### config.mk
export PLATFORM = sky130hd
export DESIGN_NAME = cm_lut_engine_flat
export DESIGN_NICKNAME = d
export VERILOG_FILES = /design/src/rtl/cm_lut_if.sv /design/src/rtl/cm_lut_engine.sv /design/src/flat_wrapper.sv
export SDC_FILE = /design/constraint.sdc
export NUM_CORES = 1
export LEC_CHECK = 0
export BUFFER_PORTS_ARGS = -buffer_cell sky130_fd_sc_hd__buf_2
export CAP_MARGIN = 25
export CORE_ASPECT_RATIO = 0.9
export CORE_MARGIN = 1
export CORE_UTILIZATION = 63
export CTS_CLUSTER_SIZE = 28
export DETAILED_ROUTE_END_ITERATION = 12
export PLACE_DENSITY = 0.76
export SLEW_MARGIN = 20
export SYNTH_ARGS = -nofsm -noshare
export SYNTH_HDL_FRONTEND = slang
export SYNTH_SLANG_ARGS = --single-unit
### constraint.sdc
create_clock -name clk -period 2.7 [get_ports clk]
set_input_delay 0.135 -clock clk [delete_from_list [all_inputs] [get_ports clk]]
set_output_delay 0.135 -clock clk [all_outputs]
set_load 0.005 [all_outputs]
### src/rtl/cm_lut_if.sv
// cm_lut_if: lookup and table-load bus for cm_lut_engine
interface cm_lut_if #(
  parameter int IDX_W = 4,
  parameter int DAT_W = 4,
  parameter int LANES = 2,
  parameter int BANKS = 4
);
  logic                       in_valid;
  logic                       in_ready;
  logic [$clog2(BANKS)-1:0]   in_bank;
  logic [LANES*IDX_W-1:0]     in_data;
  logic                       out_valid;
  logic [LANES*DAT_W-1:0]     out_data;
  logic                       cfg_start;
  logic [$clog2(BANKS)-1:0]   cfg_bank;
  logic                       cfg_valid;
  logic [DAT_W-1:0]           cfg_data;
  logic                       cfg_busy;
  logic                       cfg_done;
  modport master (
    output in_valid, in_bank, in_data, cfg_start, cfg_bank, cfg_valid, cfg_data,
    input  in_ready, out_valid, out_data, cfg_busy, cfg_done
  );
  modport slave (
    input  in_valid, in_bank, in_data, cfg_start, cfg_bank, cfg_valid, cfg_data,
    output in_ready, out_valid, out_data, cfg_busy, cfg_done
  );
endinterface

### src/rtl/cm_lut_engine.sv
// cm_lut_engine: banked runtime-loadable LUT mapper, 2-stage lookup pipe plus burst-load FSM
module cm_lut_engine #(
  parameter int IDX_W = 4,
  parameter int DAT_W = 4,
  parameter int LANES = 2,
  parameter int BANKS = 4
) (
  input logic      clk,
  input logic      rst_n,
  cm_lut_if.slave  bus
);
  localparam int BW    = $clog2(BANKS);
  localparam int DEPTH = 2**IDX_W;
  typedef enum logic {IDLE, LOAD} state_t;
  state_t                 state_q, state_d;
  logic [BW-1:0]          load_bank_q, load_bank_d;
  logic [IDX_W-1:0]       ptr_q, ptr_d;
  logic                   done_q, done_d, we;
  logic [DAT_W-1:0]       tab_q [BANKS][DEPTH];
  logic                   s1_v_q, out_v_q, acc;
  logic [BW-1:0]          s1_bank_q;
  logic [LANES*IDX_W-1:0] s1_idx_q;
  logic [LANES*DAT_W-1:0] out_data_q, rd;
  assign bus.in_ready  = !(state_q == LOAD && bus.in_bank == load_bank_q);
  assign acc           = bus.in_valid && bus.in_ready;
  assign bus.out_valid = out_v_q;
  assign bus.out_data  = out_data_q;
  assign bus.cfg_busy  = state_q == LOAD;
  assign bus.cfg_done  = done_q;
  always_comb begin
    state_d     = state_q;
    load_bank_d = load_bank_q;
    ptr_d       = ptr_q;
    done_d      = 1'b0;
    we          = 1'b0;
    if (state_q == IDLE) begin
      if (bus.cfg_start) begin
        state_d     = LOAD;
        load_bank_d = bus.cfg_bank;
        ptr_d       = '0;
      end
    end else if (bus.cfg_valid) begin
      we     = 1'b1;
      ptr_d  = ptr_q + 1'b1;
      state_d = &ptr_q ? IDLE : LOAD;
      done_d  = &ptr_q;
    end
  end
  always_comb begin
    rd = '0;
    for (int k = 0; k < LANES; k++)
      rd[k*DAT_W +: DAT_W] = tab_q[s1_bank_q][s1_idx_q[k*IDX_W +: IDX_W]];
  end
  // Stage-2 read and table write share an edge: nonblocking gives read-before-write.
  always_ff @(posedge clk or negedge rst_n) begin
    if (!rst_n) begin
      state_q     <= IDLE;
      load_bank_q <= '0;
      ptr_q       <= '0;
      done_q      <= 1'b0;
      s1_v_q      <= 1'b0;
      s1_bank_q   <= '0;
      s1_idx_q    <= '0;
      out_v_q     <= 1'b0;
      out_data_q  <= '0;
      for (int b = 0; b < BANKS; b++)
        for (int i = 0; i < DEPTH; i++)
          tab_q[b][i] <= DAT_W'(i);
    end else begin
      state_q     <= state_d;
      load_bank_q <= load_bank_d;
      ptr_q       <= ptr_d;
      done_q      <= done_d;
      s1_v_q      <= acc;
      out_v_q     <= s1_v_q;
      if (acc) begin
        s1_bank_q <= bus.in_bank;
        s1_idx_q  <= bus.in_data;
      end
      if (s1_v_q) out_data_q <= rd;
      if (we) tab_q[load_bank_q][ptr_q] <= bus.cfg_data;
    end
  end
endmodule

### src/flat_wrapper.sv
// flat-port wrapper written by rule: the top's interface ports become plain ports
module cm_lut_engine_flat 
#(
  parameter int IDX_W = 4,
  parameter int DAT_W = 4,
  parameter int LANES = 2,
  parameter int BANKS = 4
)
  (clk, rst_n, bus_in_valid, bus_in_bank, bus_in_data, bus_cfg_start, bus_cfg_bank, bus_cfg_valid, bus_cfg_data, bus_in_ready, bus_out_valid, bus_out_data, bus_cfg_busy, bus_cfg_done);
  cm_lut_if #(.IDX_W(IDX_W), .DAT_W(DAT_W), .LANES(LANES), .BANKS(BANKS)) bus_i ();
  input logic clk;
  input logic rst_n;
  input wire logic [$bits(bus_i.in_valid)-1:0] bus_in_valid;
  input wire logic [$bits(bus_i.in_bank)-1:0] bus_in_bank;
  input wire logic [$bits(bus_i.in_data)-1:0] bus_in_data;
  input wire logic [$bits(bus_i.cfg_start)-1:0] bus_cfg_start;
  input wire logic [$bits(bus_i.cfg_bank)-1:0] bus_cfg_bank;
  input wire logic [$bits(bus_i.cfg_valid)-1:0] bus_cfg_valid;
  input wire logic [$bits(bus_i.cfg_data)-1:0] bus_cfg_data;
  output wire logic [$bits(bus_i.in_ready)-1:0] bus_in_ready;
  output wire logic [$bits(bus_i.out_valid)-1:0] bus_out_valid;
  output wire logic [$bits(bus_i.out_data)-1:0] bus_out_data;
  output wire logic [$bits(bus_i.cfg_busy)-1:0] bus_cfg_busy;
  output wire logic [$bits(bus_i.cfg_done)-1:0] bus_cfg_done;
  assign bus_i.in_valid = bus_in_valid;
  assign bus_i.in_bank = bus_in_bank;
  assign bus_i.in_data = bus_in_data;
  assign bus_i.cfg_start = bus_cfg_start;
  assign bus_i.cfg_bank = bus_cfg_bank;
  assign bus_i.cfg_valid = bus_cfg_valid;
  assign bus_i.cfg_data = bus_cfg_data;
  assign bus_in_ready = bus_i.in_ready;
  assign bus_out_valid = bus_i.out_valid;
  assign bus_out_data = bus_i.out_data;
  assign bus_cfg_busy = bus_i.cfg_busy;
  assign bus_cfg_done = bus_i.cfg_done;
  cm_lut_engine #(.IDX_W(IDX_W), .DAT_W(DAT_W), .LANES(LANES), .BANKS(BANKS)) u_core (.clk(clk), .rst_n(rst_n), .bus(bus_i));
endmodule
Word-level counts from Yosys, hierarchy flattened --
Cells that the tools add are included.
Word-level totals: register bits 284, input bits 21, logic and storage cells 123
Operators by class: add/sub/neg operators 1, order comparisons 7, equal/unequal tests 2, multiplexer cells 25, bitwise logic cells 6, reduce and logical (&&, ||, !) cells 9
Operators by type and width (count):
- $bwmux 256 | 1
- $mux 64 | 3
- $bmux 64 s2 | 1
- $demux 64 s2 | 1
- $bmux 4 s4 | 2
- $mux 4 | 8
- $demux 4 s4 | 1
- $ge 5x5->1 const B | 3
- $not 4->5 | 3
- $mux 1 | 8
- $ge 3x3->1 const B | 2
- $not 2->3 | 2
- $lt 5x1->1 const B | 1
- $add 4x1->4 const B | 1
- $logic_and 1x1->1 | 4
- $reduce_and 2->1 | 2
- $reduce_and 4->1 | 1
- $lt 3x1->1 const B | 1
- $eq 2x2->1 | 1
- $ne 2x2->1 const B | 1
- $reduce_bool 2->1 | 1
- $logic_not 1->1 | 1
- $not 1->1 | 1

Logic depth before layout (Yosys ltp) --
depth in word-level cells 8, mapped depth 9, depth with buffers taken out 6

Least setup slack after synthesis --
Ideal clock, no wire load.
path type register -> register, start point reg u_core.s1_bank_q[0], end point reg u_core.out_data_q[4], in the netlist u_core.bus.out_data[4], setup time 0.132 ns, arrival 1.787 ns, data required time 2.568 ns, path slack 0.781 ns, cell stages (with the launch flop) 7, buffers on the path 2, period minus slack after synthesis 1.919 ns, path through dfrtp_1 > buf_6 > buf_12 > mux4_2 > a221o_1 > a221oi_1 > a211oi_1
Between the ends: longest elaborated chain between the ends 7
Ends and longest elaborated chain:
- start, declared | RTL line cm_lut_engine.sv:21 | logic [BW-1:0] s1_bank_q;
- start signal, assigned | RTL line cm_lut_engine.sv:77 | s1_bank_q <= bus.in_bank;
- $not 2->3 (implied by the code) | RTL line cm_lut_engine.sv:52 | rd[k*DAT_W +: DAT_W] = tab_q[s1_bank_q][s1_idx_q[k*IDX_W +: IDX_W]];
- $bmux 64 s2 | RTL line cm_lut_engine.sv:52
- $mux 64 (implied by the code) (2 in a row) | RTL line cm_lut_engine.sv:52
- $bmux 4 s4 | RTL line cm_lut_engine.sv:52
- $mux 4 (implied by the code) (2 in a row) | RTL line cm_lut_engine.sv:52
- end signal, assigned | RTL line cm_lut_engine.sv:80 | if (s1_v_q) out_data_q <= rd;
- end, declared | RTL line cm_lut_engine.sv:23 | logic [LANES*DAT_W-1:0] out_data_q, rd;
No other way between the ends. The select of a mux whose other input is x is not followed. A chain may end at the register's enable or synchronous reset.

Final worst setup path --
Same ends and word-level chain as after synthesis.

==> results.toml <==
[sta]
clock_skew_ps = 21.2
final-setup-viol-count = 0
tns_ps = 0
slew_viol_final = 0
fmax_ghz = 0.410
finalCriticalPeriod_ps = 2440
hold_slack_ps = 112
rsz0062_at_grt = "false"
tightest_slew_ps = 818
finalCritPeriodShare_pct = 90.4
hold_violations = 0
relSlewSlack_pct = 45.5
setup_slack_ps = 259

[routing]
ant_nets = 0
via_per_inst = 6.55
firstDrtPassIters = 5
drc = 0
vias = 9218
wirelength_um = 34400
post_drt_wl_per_cell_um = 24.5
drt_iter0_drc = 685

[cells_and_area]
n_antenna_cell = 0
num-nets-final = 1112
multi_input_area_um2 = 6720
drive_above_1_share_pct = 54.5
register_area_um2 = 7270
final_cell_mix = "mux2_2 (300), dfrtp_1 (154), dfstp_2 (128)"
fillers = 1549
final_core_util_pct = 71.1
stdcell_count = 1407
area_growth_pct = 11.2
final_common_cell = "mux2_2"

[yosys]
synthTopCellsByArea = "dfrtp_1 (27%), mux2_2 (24%), dfstp_2 (23%)"
netlist.top_cell.by_area = "dfrtp_1"
yosys_register_bits = 284
ys_seq_area_share_pct = 50.6
syn-cell-area_um2 = 14400
postSynthCellCount = 1058
synth_cell_type_count = 36
syn-num-nets = 1083
synth_top_area_share_pct = 27.2
synth_warnings = 0
syn_area_per_cell_um2 = 13.6

[min_path]
hp-class = "in -> async"

[floorplan]
die_area_um2 = 23400
die_h_um = 145
start_util_pct = 64.0
core_um2 = 22400
die_w_um = 161
io_pins = 33
rows = 52

[power_and_ir_drop]
power_density_nw_per_um2 = 1130
ir_drop_uv = 833
p_leak_nw = 6.81

[clocking]
ctsRootBufferMaster = "clkbuf_16"
clock_latency_ps = 550
clkTransAtPathRegs_ps = 60
cts_tree = "yes"
cts.path.max_buffers = 3
cts_buffers = 29
post_cts.repair.setup_buffers = 0
clock-sinks = 284
htree_num_levels = 1

[placement]
port_buffers = 32
dp_slack_ps = 288
dp.final_hpwl_um = 22900
dp.cells = 1337
gp_congestion = 0.932

[worst_setup_path]
worstSetupPathType = "reg -> reg"
worstPathRequired_ps = 3120
cp-end-kind = "register"
cp-start-kind = "register"
crit_fanout = 28
crit_arrival_ps = 2860

[status]
status = "complete, no violations"

[global_routing]
grt_pass1_wl_um = 55200
grt_max_degree = 89
grt_antenna_before_repair = 1
grt_use_total_pct = 30.7
gr-total-overflow = 0
grt_pass1_vias = 9397

[run]
drv_cap = 0
-- final timing paths --
check                      slack (ps)  cells after the start                                  to                             from
setup / recovery                  260                      5  u_core.bus.out_data[4]$_DFFE_PN0P_  u_core.s1_bank_q[0]$_DFFE_PN0P_
hold / removal                    110                      2        u_core.tab_q[93]$_DFFE_PN0P_                            rst_n
setup reg to reg                  260                      5  u_core.bus.out_data[4]$_DFFE_PN0P_  u_core.s1_bank_q[0]$_DFFE_PN0P_
hold reg to reg                   500                      1        u_core.tab_q[50]$_DFFE_PN0P_     u_core.tab_q[50]$_DFFE_PN0P_
max in group asynchronous        1720                      3     u_core.s1_bank_q[1]$_DFFE_PN0P_                            rst_n
min in group clk                  230                      2       u_core.tab_q[195]$_DFFE_PN1P_                  bus_cfg_data[3]
-- cell type report --
| type | instances | share of cell area [%] |
|---|---|---|
| clock buffer | 44 | 5.47 |
| clock inverter | 10 | 0.510 |
| inverter | 4 | 0.0941 |
| multi-input combinational | 696 | 42.1 |
| sequential | 284 | 45.6 |
| tap | 297 | 2.33 |
| timing repair buffer | 72 | 3.90 |
-- sequential cells by signal, summed over array words and instances, names as in the netlist --
name and flops:
u_core.load_bank_q 2, u_core.bus.cfg_done 1, u_core.tab_q 256, u_core.ptr_q 4, u_core.bus.cfg_busy 1, u_core.bus.out_valid 1, u_core.s1_idx_q 8, u_core.bus.out_data 8
u_core.s1_v_q 1, u_core.s1_bank_q 2
-- power breakdown --
group | total (W) | internal [W] | switching [W]
sequential | 0.00750 | 0.00629 | 0.00122
combinational | 0.00655 | 0.00342 | 0.00313
clock | 0.00398 | 0.00232 | 0.00167
-- logic make-up (layout without fill, tap and decap cells) --
logic type	after synthesis	count (layout)	share of synthesized area, %
compound gates	99	99	4.47
simple gates	193	193	5.92
fa+ha+maj	4	4	0.349
xor+xnor	2	2	0.122
mux	398	398	35.9
flops	284	284	50.6
buf+inv	78	130	2.57
-- cells in the mapped netlist --
library cell	instances
and3b_1	2
buf_1	6
o21ai_0	33
and3_1	8
a221o_1	8
a21boi_0	1
a21oi_1	21
nand4_1	2
clkbuf_1	43
mux2_2	300
nor2b_1	5
nand2b_1	10
dfstp_2	128
o31ai_1	1
buf_4	7
o41ai_1	8
mux4_2	64
o22ai_1	9
nand2_1	56
or2_2	7
or3_1	2
buf_12	1
buf_2	15
ha_1	4
mux2i_1	34
xnor2_1	2
and2_1	5
a311oi_1	2
a211oi_1	6
a221oi_1	10
nor3_1	1
inv_1	4
nor2_1	82
dfrtp_1	156
nand3_1	13
buf_6	2
-- metal layers --
metal  track usage [%]  part of all wire [%]
met5                 0                 0.026
met4              9.76                   3.0
met3              5.46                   6.1
met2              46.2                    46
met1              45.7                    44
-- metrics by stage --
stage	total power (W)	cell area [um^2]
CTS	0.0180	16000
floorplan	0.0120	14400
global route	0.0189	16000
finish	0.0180	16000
detailed placement	0.0140	14800
global placement	0.0138	14800
-- critical path, stage by stage, from the launching register on --
cell      delay (ps)
dfrtp_4          730
mux4_2           590
and3_1           190
a221o_1          260
a221oi_1         440
a211oi_1         100
-- timing repair --
item                                   4_1_cts  5_1_grt
hold buffers                                16        0
gates resized for setup                      0        0
endpoints found under the hold margin      118        0
No activity file was read; power rests on OpenSTA's default activity.
